`src/rtl/pwm_capture_pkg.sv`:
```
// rtl/pwm_capture_pkg.sv - shared state encoding and default sizes for pwm_capture
package pwm_capture_pkg;

  // FSM state encoding
  localparam logic [1:0] IDLE = 2'd0;
  localparam logic [1:0] HIGH = 2'd1;
  localparam logic [1:0] LOW  = 2'd2;

  // Default configuration
  localparam int DEFAULT_N          = 32;
  localparam int DEFAULT_TIMEOUT    = 50_000_000;
  localparam int DEFAULT_FILTER_LEN = 4;

endpackage

```
`src/rtl/pwm_capture_edge.sv`:
```
// rtl/pwm_capture_edge.sv - pwm_in synchronizer, optional glitch filter (PWM_CAPTURE_FILTER_EN), edge detect
module pwm_capture_edge
  import pwm_capture_pkg::*;
#(
  parameter int FILTER_LEN = DEFAULT_FILTER_LEN
) (
  input  logic clk,
  input  logic rst,
  input  logic pwm_in,
  output logic rise,
  output logic fall
);

  logic sync1_q, sync1_d;
  logic sync2_q, sync2_d;
  logic hist_q, hist_d;
  logic level;

  // Two-flop synchronizer feeding the edge detector
  always_comb begin
    sync1_d = pwm_in;
    sync2_d = sync1_q;
  end

  // Synchronizer registers
  always_ff @(posedge clk or posedge rst) begin
    if (rst) begin
      sync1_q <= 1'b0;
      sync2_q <= 1'b0;
    end else begin
      sync1_q <= sync1_d;
      sync2_q <= sync2_d;
    end
  end

`ifdef PWM_CAPTURE_FILTER_EN
  localparam int FCW = $clog2(FILTER_LEN + 1);

  logic           filt_q, filt_d;
  logic [FCW-1:0] fcnt_q, fcnt_d;

  // Accept a new level only after it has disagreed with the filtered level
  // for FILTER_LEN consecutive cycles; both edges see the same extra delay.
  always_comb begin
    filt_d = filt_q;
    fcnt_d = '0;
    if (sync2_q != filt_q) begin
      if (fcnt_q == FCW'(FILTER_LEN - 1)) begin
        filt_d = sync2_q;
        fcnt_d = '0;
      end else begin
        fcnt_d = fcnt_q + 1'b1;
      end
    end
  end

  // Filter registers
  always_ff @(posedge clk or posedge rst) begin
    if (rst) begin
      filt_q <= 1'b0;
      fcnt_q <= '0;
    end else begin
      filt_q <= filt_d;
      fcnt_q <= fcnt_d;
    end
  end

  assign level = filt_q;
`else
  logic [31:0] filter_len_unused;
  assign filter_len_unused = FILTER_LEN;
  assign level = sync2_q;
`endif

  // History flop holds the previous conditioned level
  always_comb begin
    hist_d = level;
  end

  // History register
  always_ff @(posedge clk or posedge rst) begin
    if (rst) begin
      hist_q <= 1'b0;
    end else begin
      hist_q <= hist_d;
    end
  end

  assign rise = level & ~hist_q;
  assign fall = ~level & hist_q;

endmodule

```
`src/rtl/pwm_capture.sv`:
```
// rtl/pwm_capture.sv - PWM period/high-time capture with timeout; glitch filter under PWM_CAPTURE_FILTER_EN
module pwm_capture
  import pwm_capture_pkg::*;
#(
  parameter int N          = DEFAULT_N,
  parameter int TIMEOUT    = DEFAULT_TIMEOUT,
  parameter int FILTER_LEN = DEFAULT_FILTER_LEN
) (
  input  logic         clk,
  input  logic         rst,
  input  logic         pwm_in,
  output logic [N-1:0] period,
  output logic [N-1:0] high_time,
  output logic         valid,
  output logic         timeout,
  output logic         stuck_level
);

  localparam logic [N-1:0] TIMEOUT_C = N'(TIMEOUT);
  localparam logic [N-1:0] ONE       = N'(1);

  logic rise, fall;

  logic [1:0]   state_q, state_d;
  logic [N-1:0] cnt_q, cnt_d;
  logic [N-1:0] hi_lat_q, hi_lat_d;
  logic [N-1:0] period_q, period_d;
  logic [N-1:0] high_time_q, high_time_d;
  logic         valid_q, valid_d;
  logic         timeout_q, timeout_d;
  logic         stuck_q, stuck_d;

  pwm_capture_edge #(
    .FILTER_LEN(FILTER_LEN)
  ) u_edge (
    .clk   (clk),
    .rst   (rst),
    .pwm_in(pwm_in),
    .rise  (rise),
    .fall  (fall)
  );

  // Measurement FSM: cnt counts cycles since the accepted rise (rise cycle
  // included). The timeout check wins over an edge arriving at cnt==TIMEOUT.
  always_comb begin
    state_d     = state_q;
    cnt_d       = cnt_q;
    hi_lat_d    = hi_lat_q;
    period_d    = period_q;
    high_time_d = high_time_q;
    valid_d     = 1'b0;
    timeout_d   = timeout_q;
    stuck_d     = stuck_q;
    case (state_q)
      IDLE: begin
        if (rise) begin
          state_d = HIGH;
          cnt_d   = ONE;
        end
      end
      HIGH: begin
        if (cnt_q == TIMEOUT_C) begin
          state_d     = IDLE;
          cnt_d       = '0;
          timeout_d   = 1'b1;
          stuck_d     = 1'b1;
          period_d    = '0;
          high_time_d = '0;
        end else begin
          cnt_d = cnt_q + ONE;
          if (fall) begin
            hi_lat_d = cnt_q;
            state_d  = LOW;
          end
        end
      end
      LOW: begin
        if (cnt_q == TIMEOUT_C) begin
          state_d     = IDLE;
          cnt_d       = '0;
          timeout_d   = 1'b1;
          stuck_d     = 1'b0;
          period_d    = '0;
          high_time_d = '0;
        end else if (rise) begin
          period_d    = cnt_q;
          high_time_d = hi_lat_q;
          valid_d     = 1'b1;
          timeout_d   = 1'b0;
          cnt_d       = ONE;
          state_d     = HIGH;
        end else begin
          cnt_d = cnt_q + ONE;
        end
      end
      default: begin
        state_d = IDLE;
        cnt_d   = '0;
      end
    endcase
  end

  // FSM, counter and output registers
  always_ff @(posedge clk or posedge rst) begin
    if (rst) begin
      state_q     <= IDLE;
      cnt_q       <= '0;
      hi_lat_q    <= '0;
      period_q    <= '0;
      high_time_q <= '0;
      valid_q     <= 1'b0;
      timeout_q   <= 1'b0;
      stuck_q     <= 1'b0;
    end else begin
      state_q     <= state_d;
      cnt_q       <= cnt_d;
      hi_lat_q    <= hi_lat_d;
      period_q    <= period_d;
      high_time_q <= high_time_d;
      valid_q     <= valid_d;
      timeout_q   <= timeout_d;
      stuck_q     <= stuck_d;
    end
  end

  assign period      = period_q;
  assign high_time   = high_time_q;
  assign valid       = valid_q;
  assign timeout     = timeout_q;
  assign stuck_level = stuck_q;

endmodule

```
`config.mk`:
```
export PLATFORM = sky130hd
export DESIGN_NAME = pwm_capture
export DESIGN_NICKNAME = d
export VERILOG_FILES = /design/src/rtl/pwm_capture_pkg.sv /design/src/rtl/pwm_capture_edge.sv /design/src/rtl/pwm_capture.sv
export SDC_FILE = /design/constraint.sdc
export NUM_CORES = 1
export LEC_CHECK = 0
export BUFFER_PORTS_ARGS = -buffer_cell sky130_fd_sc_hd__buf_2
export CAP_MARGIN = 15
export CORE_AREA = 3 3 109 111
export DETAILED_ROUTE_END_ITERATION = 10
export DIE_AREA = 0 0 112 114
export GPL_TIMING_DRIVEN = 0
export PLACE_DENSITY = 0.74
export SLEW_MARGIN = 25
export SYNTH_ARGS = -nofsm -noshare
export SYNTH_HDL_FRONTEND = slang
export SYNTH_SLANG_ARGS = --single-unit
export TNS_END_PERCENT = 10
```
`constraint.sdc`:
```
create_clock -name clk -period 3.6 [get_ports clk]
set_input_delay 0.18 -clock clk [delete_from_list [all_inputs] [get_ports clk]]
set_output_delay 0.18 -clock clk [all_outputs]
set_load 0.03 [all_outputs]
```
-- Yosys cells after proc, flatten, opt, wreduce, memory -nomap -nowiden
Index checks and enable logic that the tools add are counted.
- logic and storage cells: 56
- bits in latches: 0
- memory bits (writable): 0
- memories kept: 0
- bits of input ports: 3
- ROM bits: 0
- bits in registers: 136
- output and inout port bits: 67
- reduce and logical (&&, ||, !) cells: 5
- multipliers: 0
- divide/modulo/power cells: 0
- bitwise gates (word level): 5
- $lt $le $gt $ge: 0
- add/subtract/negate cells: 1
- eq/ne operators: 8
- multiplexer cells: 26
- shifts and indexed selects: 0
- operators with widths (operator ; count):
    32-bit two-way mux ; 9
    32-bit case mux with 2 select lines ; 2
    32-bit case mux with 3 select lines ; 1
    32-bit by 1-bit adder with 32-bit output, second input constant ; 1
    32-bit by 26-bit equality test with 1-bit output, second input constant ; 1
    3-bit AND reduction ; 3
    2-bit two-way mux ; 4
    1-bit two-way mux ; 7
    2-bit != test, second input constant ; 3
    3-bit != test, second input constant ; 2
    2-bit case mux with 3 select lines ; 1
    1-bit case mux with 2 select lines ; 2
    1-bit NOT ; 3
    1-bit AND ; 2
    2-bit by 1-bit equality test with 1-bit output, second input constant ; 1
    2-bit equality test, second input constant ; 1
    2-bit logical NOT ; 1
    2-bit nonzero test ; 1

-- Depth between registers and ports, before layout
Gate-level depths: netlist of the first run.
- depth after elaboration: 5
- depth in mapped cells: 8
- gate-level depth less buffers: 7

-- Hierarchy
From an unflattened synthesis of the first run, not the netlist that was laid out.
- cells, all modules: 462
- area total of the unflattened synthesis: 5728.0 sq um
- by module, submodules not included (module ; cells each ; instances ; seq. area each (sq um) ; area an instance (sq um)):
    pwm_capture ; 456 ; 1 ; 3328.2 ; 5634.2
    pwm_capture_edge ; 6 ; 1 ; 75.1 ; 93.8

-- Worst setup path before layout of the first run
Ideal clock, no wire load.
- path kind: reg2reg
- from: reg cnt_q[2]
- to: reg hi_lat_q[0]
- cell stages (with the launch flop): 9
- path buffers: 3
- data required time: 3.475 ns
- data arrival time: 1.998 ns
- setup slack: 1.477 ns
- library setup time: 0.125 ns
- period minus slack after synthesis: 2.123 ns
- path through: dfrtp_1 > buf_2 > nor4b_1 > nand4_1 > nor3_2 > or3_1 > buf_2 > buf_6 > mux2_2
- word-level cells in the longest chain between the ends: 3
- RTL lines (what ; RTL line ; text):
    start: declaration ; pwm_capture.sv:25 ; logic [N-1:0] cnt_q, cnt_d;
    start signal: assignment ; pwm_capture.sv:116 ; cnt_q <= cnt_d;
    32-bit by 26-bit equality test with 1-bit output ; pwm_capture.sv:62 ; if (cnt_q == TIMEOUT_C) begin
    1-bit NOT (no line) ; n/a ;
    3-bit AND reduction (no line) ; n/a ;
    end signal: assignment ; pwm_capture.sv:117 ; hi_lat_q <= hi_lat_d;
    end: declaration ; pwm_capture.sv:26 ; logic [N-1:0] hi_lat_q, hi_lat_d;
No other way between the ends.
A chain may end at the register's enable or synchronous reset.

-- Final worst setup path of the first run
- from: reg cnt_q[0]
- to: reg high_time_q[19], in the netlist high_time[19]
- word-level cells in the longest chain between the ends: 3
- elaborated cells between the ends (all ways): 6
- classes of those cells: eq/ne: 3; mux: 2; reduce/logical: 1
- RTL lines (what ; RTL line ; text):
    32-bit by 26-bit equality test with 1-bit output * ; pwm_capture.sv:62, pwm_capture.sv:78 ;
    3-bit != test (no line) (tied with other cells) ; n/a ;
    3-bit AND reduction (no line) / 32-bit case mux with 2 select lines (equally long branches) ; n/a ;
    end signal: assignment ; pwm_capture.sv:119 ; high_time_q <= high_time_d;
    end: declaration ; pwm_capture.sv:28 ; logic [N-1:0] high_time_q, high_time_d;
Mark *: on every way between the ends. The rest lies on a longest branch, timed or not.

==> results of run 1 <==
## worst max path at each step
stage,from,to,slack [ns],cells past startpoint
after floorplan,cnt_q[2],hi_lat_q[0],1.48,8
after global placement,cnt_q[0],high_time[18],0.93,8
after detailed placement,cnt_q[0],high_time[18],0.87,8
after CTS,cnt_q[0],high_time[19],0.89,8
after global routing,cnt_q[0],high_time[19],0.65,8
final,cnt_q[0],high_time[19],0.87,8
## layer usage
layer | vias up | routed length [um]
met5 | - | 0
met1 | 2024 | 5580
met4 | 0 | 317
met2 | 122 | 5960
met3 | 32 | 765
li1 | 1881 | -
## logic make-up after synthesis
family / after synthesis / synth area share [%]
flops: 136 / 59.7
mux: 32 / 6.32
xor+xnor: 25 / 3.84
compound gates: 94 / 13.7
simple gates: 126 / 12.2
buf+inv: 45 / 3.80
fa+ha+maj: 2 / 0.439
## worst max-delay path, delay by kind of cell, from the launching register on
kind	cells	cell delay (ns)
AO/OA/AOI/OAI	2	0.97
buffers and inverters	2	0.62
AND/OR/NAND/NOR	3	0.34
flip-flops	1	0.48
adder cells (fa/ha/maj)	1	0.25
## placed cells by master, fill, tap and decap left out, types with 5 or more instances in the layout
master,n
xnor2_1,8
nor2_1,36
nor3_1,7
mux2_2,31
buf_2,80
clkbuf_1,15
bufinv_16,6
clkbuf_16,16
a22o_1,64
nor4_1,10
nand4_1,13
o21ai_0,5
nand3_1,9
xor2_1,17
a21oi_1,5
nand2_1,17
dfrtp_1,136
inv_1,9
## final cells by class
class                           count  area, sq um
Inverter                           10         41.3
Buffer                             35          179
Clock buffer                       19          442
Tap cell                          140          175
Timing Repair Buffer               75          445
Fill cell                         822         3900
Multi-Input combinational cell    279         2080
Clock inverter                     13          224
Sequential cell                   136         3400
## cell usage after synthesis, types with 3 or more instances
library cell,n
a21oi_1,5
a22o_1,64
and3_1,3
and4_1,4
buf_2,11
buf_6,3
clkbuf_1,15
clkbuf_2,3
dfrtp_1,136
inv_1,10
mux2_2,31
nand2_1,17
nand3_1,9
nand4_1,13
nor2_1,36
nor3_1,7
nor4_1,10
nor4b_1,3
o21ai_0,5
or3_1,4
xnor2_1,8
xor2_1,17
## power by group
group | internal, mW | switching [mW]
logic | 0.200 | 0.391
clock network | 1.30 | 0.627
registers | 1.62 | 0.0596
## stage by stage
stage	utilization [%]	hold slack (ns)
6_report	64.2	0.196
5_1_grt	64.2	0.213
3_5_place_dp	57.9	0.188
3_3_place_gp	57.1	0.291
2_1_floorplan	-	0.211
4_1_cts	64.2	0.177
## registers in the layout, indices dropped and copies added, names as in the netlist, 2 cells and up
name / flops
cnt_q: 32
hi_lat_q: 32
high_time: 32
period: 32
state_q: 2
## what timing repair did
item | in CTS | in global routing
hold endpoints to repair | 106 | 0
resized for setup | 0 | 0
hold buffers | 2 | 0
==> run metrics, run 1 <==
period utilization 75.8%; worst setup path class register to register; YS warnings 0; Top Ports 70; Routed Antenna Nets 0; first-pass GRT wire length 21000 um; post-layout instance area 0.00699 sq mm; Synth Cell Area 0.00570 sq mm; skew final 0.00618 ns; number of port buffers 69; Final Slew Violations 0; Placed Cells 673; max cap viols 0; nets 559; Max stage delay on crit path 0.72 ns; via count of the first global-routing pass 4124; CTS root buf clkbuf_8; Pre-antenna DRT Iters 4; M2 GR Usage 32.1%; Slowest cell on crit path o22ai_1; Avg WL per Cell 17.9 um; FP Rows 38; Initial Util 52.3%; Unique masters post-synth 54; CORE AREA 0.0109 sq mm; crit-path max FO 10; HP Class input port to async pin; reg2reg end high_time[19]; Post-Syn Instances 460; setup tns final 0 ns; Leak 3.50 nW; initial antenna violation count 0; Rel. slew slack 37.0%; post-layout total power 4.19 mW; die height 114 um; RSZ-0062 raised after global routing false; total CTS buffers 17; DRC 0; Setup crit start kind register; GRT Util Overall 20.9%; met3 Track Usage GR 5.52%; setup ws final 0.872 ns; gr busiest metal met2; CTS tree yes; Cell Count, Final, Fillers Out 707; Yosys top cell by area dfrtp_1; sequential share of the synthesized area 59.7%; met1 usage 27.7%; Critical Path RT 4.05 ns; Worst-Margin Slew 0.945 ns; peak supply drop 0.377 mV; ANT cells 0; Sink Count 136; Max H-tree Level 4; die width 112 um; DRT Wirelength 12600 um; Clk Latency, worst-skew pair 0.52 ns; Critical Path End Type register; Synth Net Count 465; top post-synthesis cells by area dfrtp_1 (60%), a22o_1 (9.8%), mux2_2 (6.1%), xor2_1 (2.6%), nor2_1 (2.4%); worst reg2reg startpoint cnt_q[0]; crit path DAT 3.18 ns; DRC marker count from the first detailed-route iteration 236; Max Fclk 367 MHz; Via density 5.74; outcome completed; Clock Path Buffers 2; post-DP HPWL 8560 um; post-layout min period 2.73 ns; fraction of layout instances using a drive strength above 1 29.6%; setup bufs post-CTS 0; die area 0.0128 sq mm; Syn Area/Cell 12.4 sq um; placed inst area 0.00630 sq mm; pin count of the biggest net entering global routing 34; GRT overflow 0; area grow syn2layout 22.6%; final hold vios 0; worst reg-to-reg setup slack 0.87 ns; crit path cell chain inv_1 -> ha_1 -> nor4bb_1 -> nand4_1 -> nor4_1 -> o22ai_1 -> clkbuf_1 -> a22o_1; Clock transition at path regs 0.06 ns; Vias 4059; Post-synth EDFFs 0; Main synth FF type dfrtp_1; Cell Pwr Density 600 mW/mm^2; DP Worst Slack 0.874 ns; final setup vio count 0; #FFs+latches synth 136; worst reg-to-reg path cell count 8; Async SR Flop Fraction 100%; Routability Congestion 0.917; Yosys top cell area share 59.7%
No activity file was read; power rests on OpenSTA's default activity.
==> run 2: changes to the inputs <==
==> constraint.sdc (replaced) <==
create_clock -name clk -period 2.3 [get_ports clk]
set_input_delay 0.115 -clock clk [delete_from_list [all_inputs] [get_ports clk]]
set_output_delay 0.115 -clock clk [all_outputs]
set_load 0.03 [all_outputs]
==> run metrics, run 2 (synthesis gave the netlist of run 1 again) <==
outcome complete, but fails checks; failing checks negative setup slack; setup tns final -0.00495 ns (-0.00495 ns); most frequent cells in the layout dfrtp_1 (132), buf_2 (78), a22o_1 (64); Initial Util 52.3% (unchanged); initial antenna violation count 0 (unchanged); Routability Congestion 0.917 (unchanged); skew final 0.0105 ns (+0.00435 ns); post-layout min period 2.30 ns (-0.424 ns); HP Class input port to async pin; worst reg2reg startpoint u_edge.hist_q; Cell Pwr Density 926 mW/mm^2 (+54%); CTS tree yes; DRC 0 (unchanged); Worst-Margin Slew 0.924 ns (-0.0213 ns); Vias 4165 (+2.6%); peak supply drop 0.592 mV (+57%); fraction of layout instances using a drive strength above 1 34.9% (+5.2 points); CTS root buf clkbuf_8; Sink Count 136 (unchanged); Core Util, Final 65.8% (+1.6 points); final hold vios 0 (unchanged); via count of the first global-routing pass 4163 (+0.95%); worst reg-to-reg setup slack -0.005 ns (-0.88 ns); Final Slew Violations 0 (unchanged); reg2reg end cnt_q[27]; Max stage delay on crit path 0.61 ns (-0.11 ns); die area 0.0128 sq mm (unchanged); post-DP HPWL 8560 um (unchanged); DP Worst Slack -0.426 ns (-1.30 ns); DRT Wirelength 13000 um (+3.2%); max cap viols 0 (unchanged); Clk Latency, worst-skew pair 0.53 ns (about the same); Top Ports 70 (unchanged); pin count of the biggest net entering global routing 34 (unchanged); total CTS buffers 17 (unchanged); die height 114 um (unchanged); Setup crit start kind register; Clock transition at path regs 0.06 ns (about the same); Avg WL per Cell 18.3 um (+2.6%); Critical Path RT 2.75 ns (-1.30 ns); crit path cell chain nand2b_1 -> a211oi_4 -> nand3_1 -> or3_1 -> a21oi_1; CORE AREA 0.0109 sq mm (unchanged); most common cell after layout, fill and taps aside dfrtp_1; Clock Path Buffers 2 (unchanged); worst reg-to-reg path cell count 5 (-3); Crit path buffers/inverters 0 (-2); area grow syn2layout 25.7%; Rel. slew slack 37.4% (+0.44 points); Max Fclk 434 MHz (+18%); RSZ-0062 raised after global routing true; die width 112 um (unchanged); post-layout total power 6.63 mW (+58%); Via density 5.86 (+2.0%); number of port buffers 69 (unchanged); worst setup path class register to register; Slowest cell on crit path a211oi_4; setup ws final -0.00495 ns (-0.876 ns); nets 563 (+0.72%); final setup vio count 1 (+1); period utilization 100% (+24 points); ANT cells 0 (unchanged); crit-path max FO 10 (unchanged); crit path DAT 2.75 ns (-0.43 ns); GRT overflow 0 (unchanged); Pre-antenna DRT Iters 5 (+1); Top delay family on crit path simple AND/OR/NAND/NOR gates; Max H-tree Level 4 (unchanged); final hold slack 0.126 ns (-0.0699 ns); FP Rows 38 (unchanged); first-pass GRT wire length 21500 um (+2.3%); Leak 3.60 nW (+3.0%); Critical Path End Type register; Fill cells 786 (-4.4%); DRC marker count from the first detailed-route iteration 293 (+24%); GRT Util Overall 21.3% (+0.43 points); Routed Antenna Nets 0 (unchanged)
-- run 2: per-layer routing --
layer / up-vias / track usage [%] / part of all wire [%]
met2: 155 / 32.9 / 48
met1: 2089 / 28.2 / 44
li1: 1891 / - / -
met5: - / 0 / 0
met4: 0 / 10.0 / 2.4
met3: 30 / 5.99 / 5.8
-- run 2: worst max-delay path by stage --
stage	from	to	slack (ns)	cells after the start
6_report	u_edge.hist_q	cnt_q[27]	-0.005	5
5_1_grt	cnt_q[4]	cnt_q[27]	-0.07	5
4_1_cts	cnt_q[26]	hi_lat_q[3]	-0.02	8
3_5_place_dp	cnt_q[0]	high_time[18]	-0.43	8
3_3_place_gp	cnt_q[0]	high_time[18]	-0.37	8
2_1_floorplan	cnt_q[2]	hi_lat_q[0]	0.18	8
-- run 2: power by group --
| part | internal (mW) | leakage [nW] | switching, mW |
|---|---|---|---|
| logic | 0.345 | 1.41 | 0.640 |
| clock network | 2.03 | 0.324 | 0.989 |
| registers | 2.53 | 1.87 | 0.0942 |
-- run 2: cell type report --
cell class	instances	area [sq um]	area share, %
multi-input cells	279	2160	30.1
clock inverters	13	224	3.13
inverters	10	41.3	0.577
plain buffers	34	229	3.20
flip-flops and latches	136	3410	47.6
well taps	140	175	2.45
repair buffers	80	483	6.74
clock buffers	19	442	6.17
-- run 2: tightest hold or removal path, delay by kind of cell --
kind     cells  cell delay [ns]
buf+inv      3             0.93
-- run 2: timing repair --
action,4_1_cts,5_1_grt
pin swaps,3,6
buffers inserted,3,2
hold buffers,2,0
endpoints found under the setup margin,119,119
endpoints found under the hold margin,106,0
resized for setup,28,21
-- run 2: through the flow --
stage,std cells,cell area (sq um)
after floorplan,460,5700
after global placement,669,6220
after detailed placement,673,6300
after CTS,710,7100
after global routing,711,7160
final,711,7160
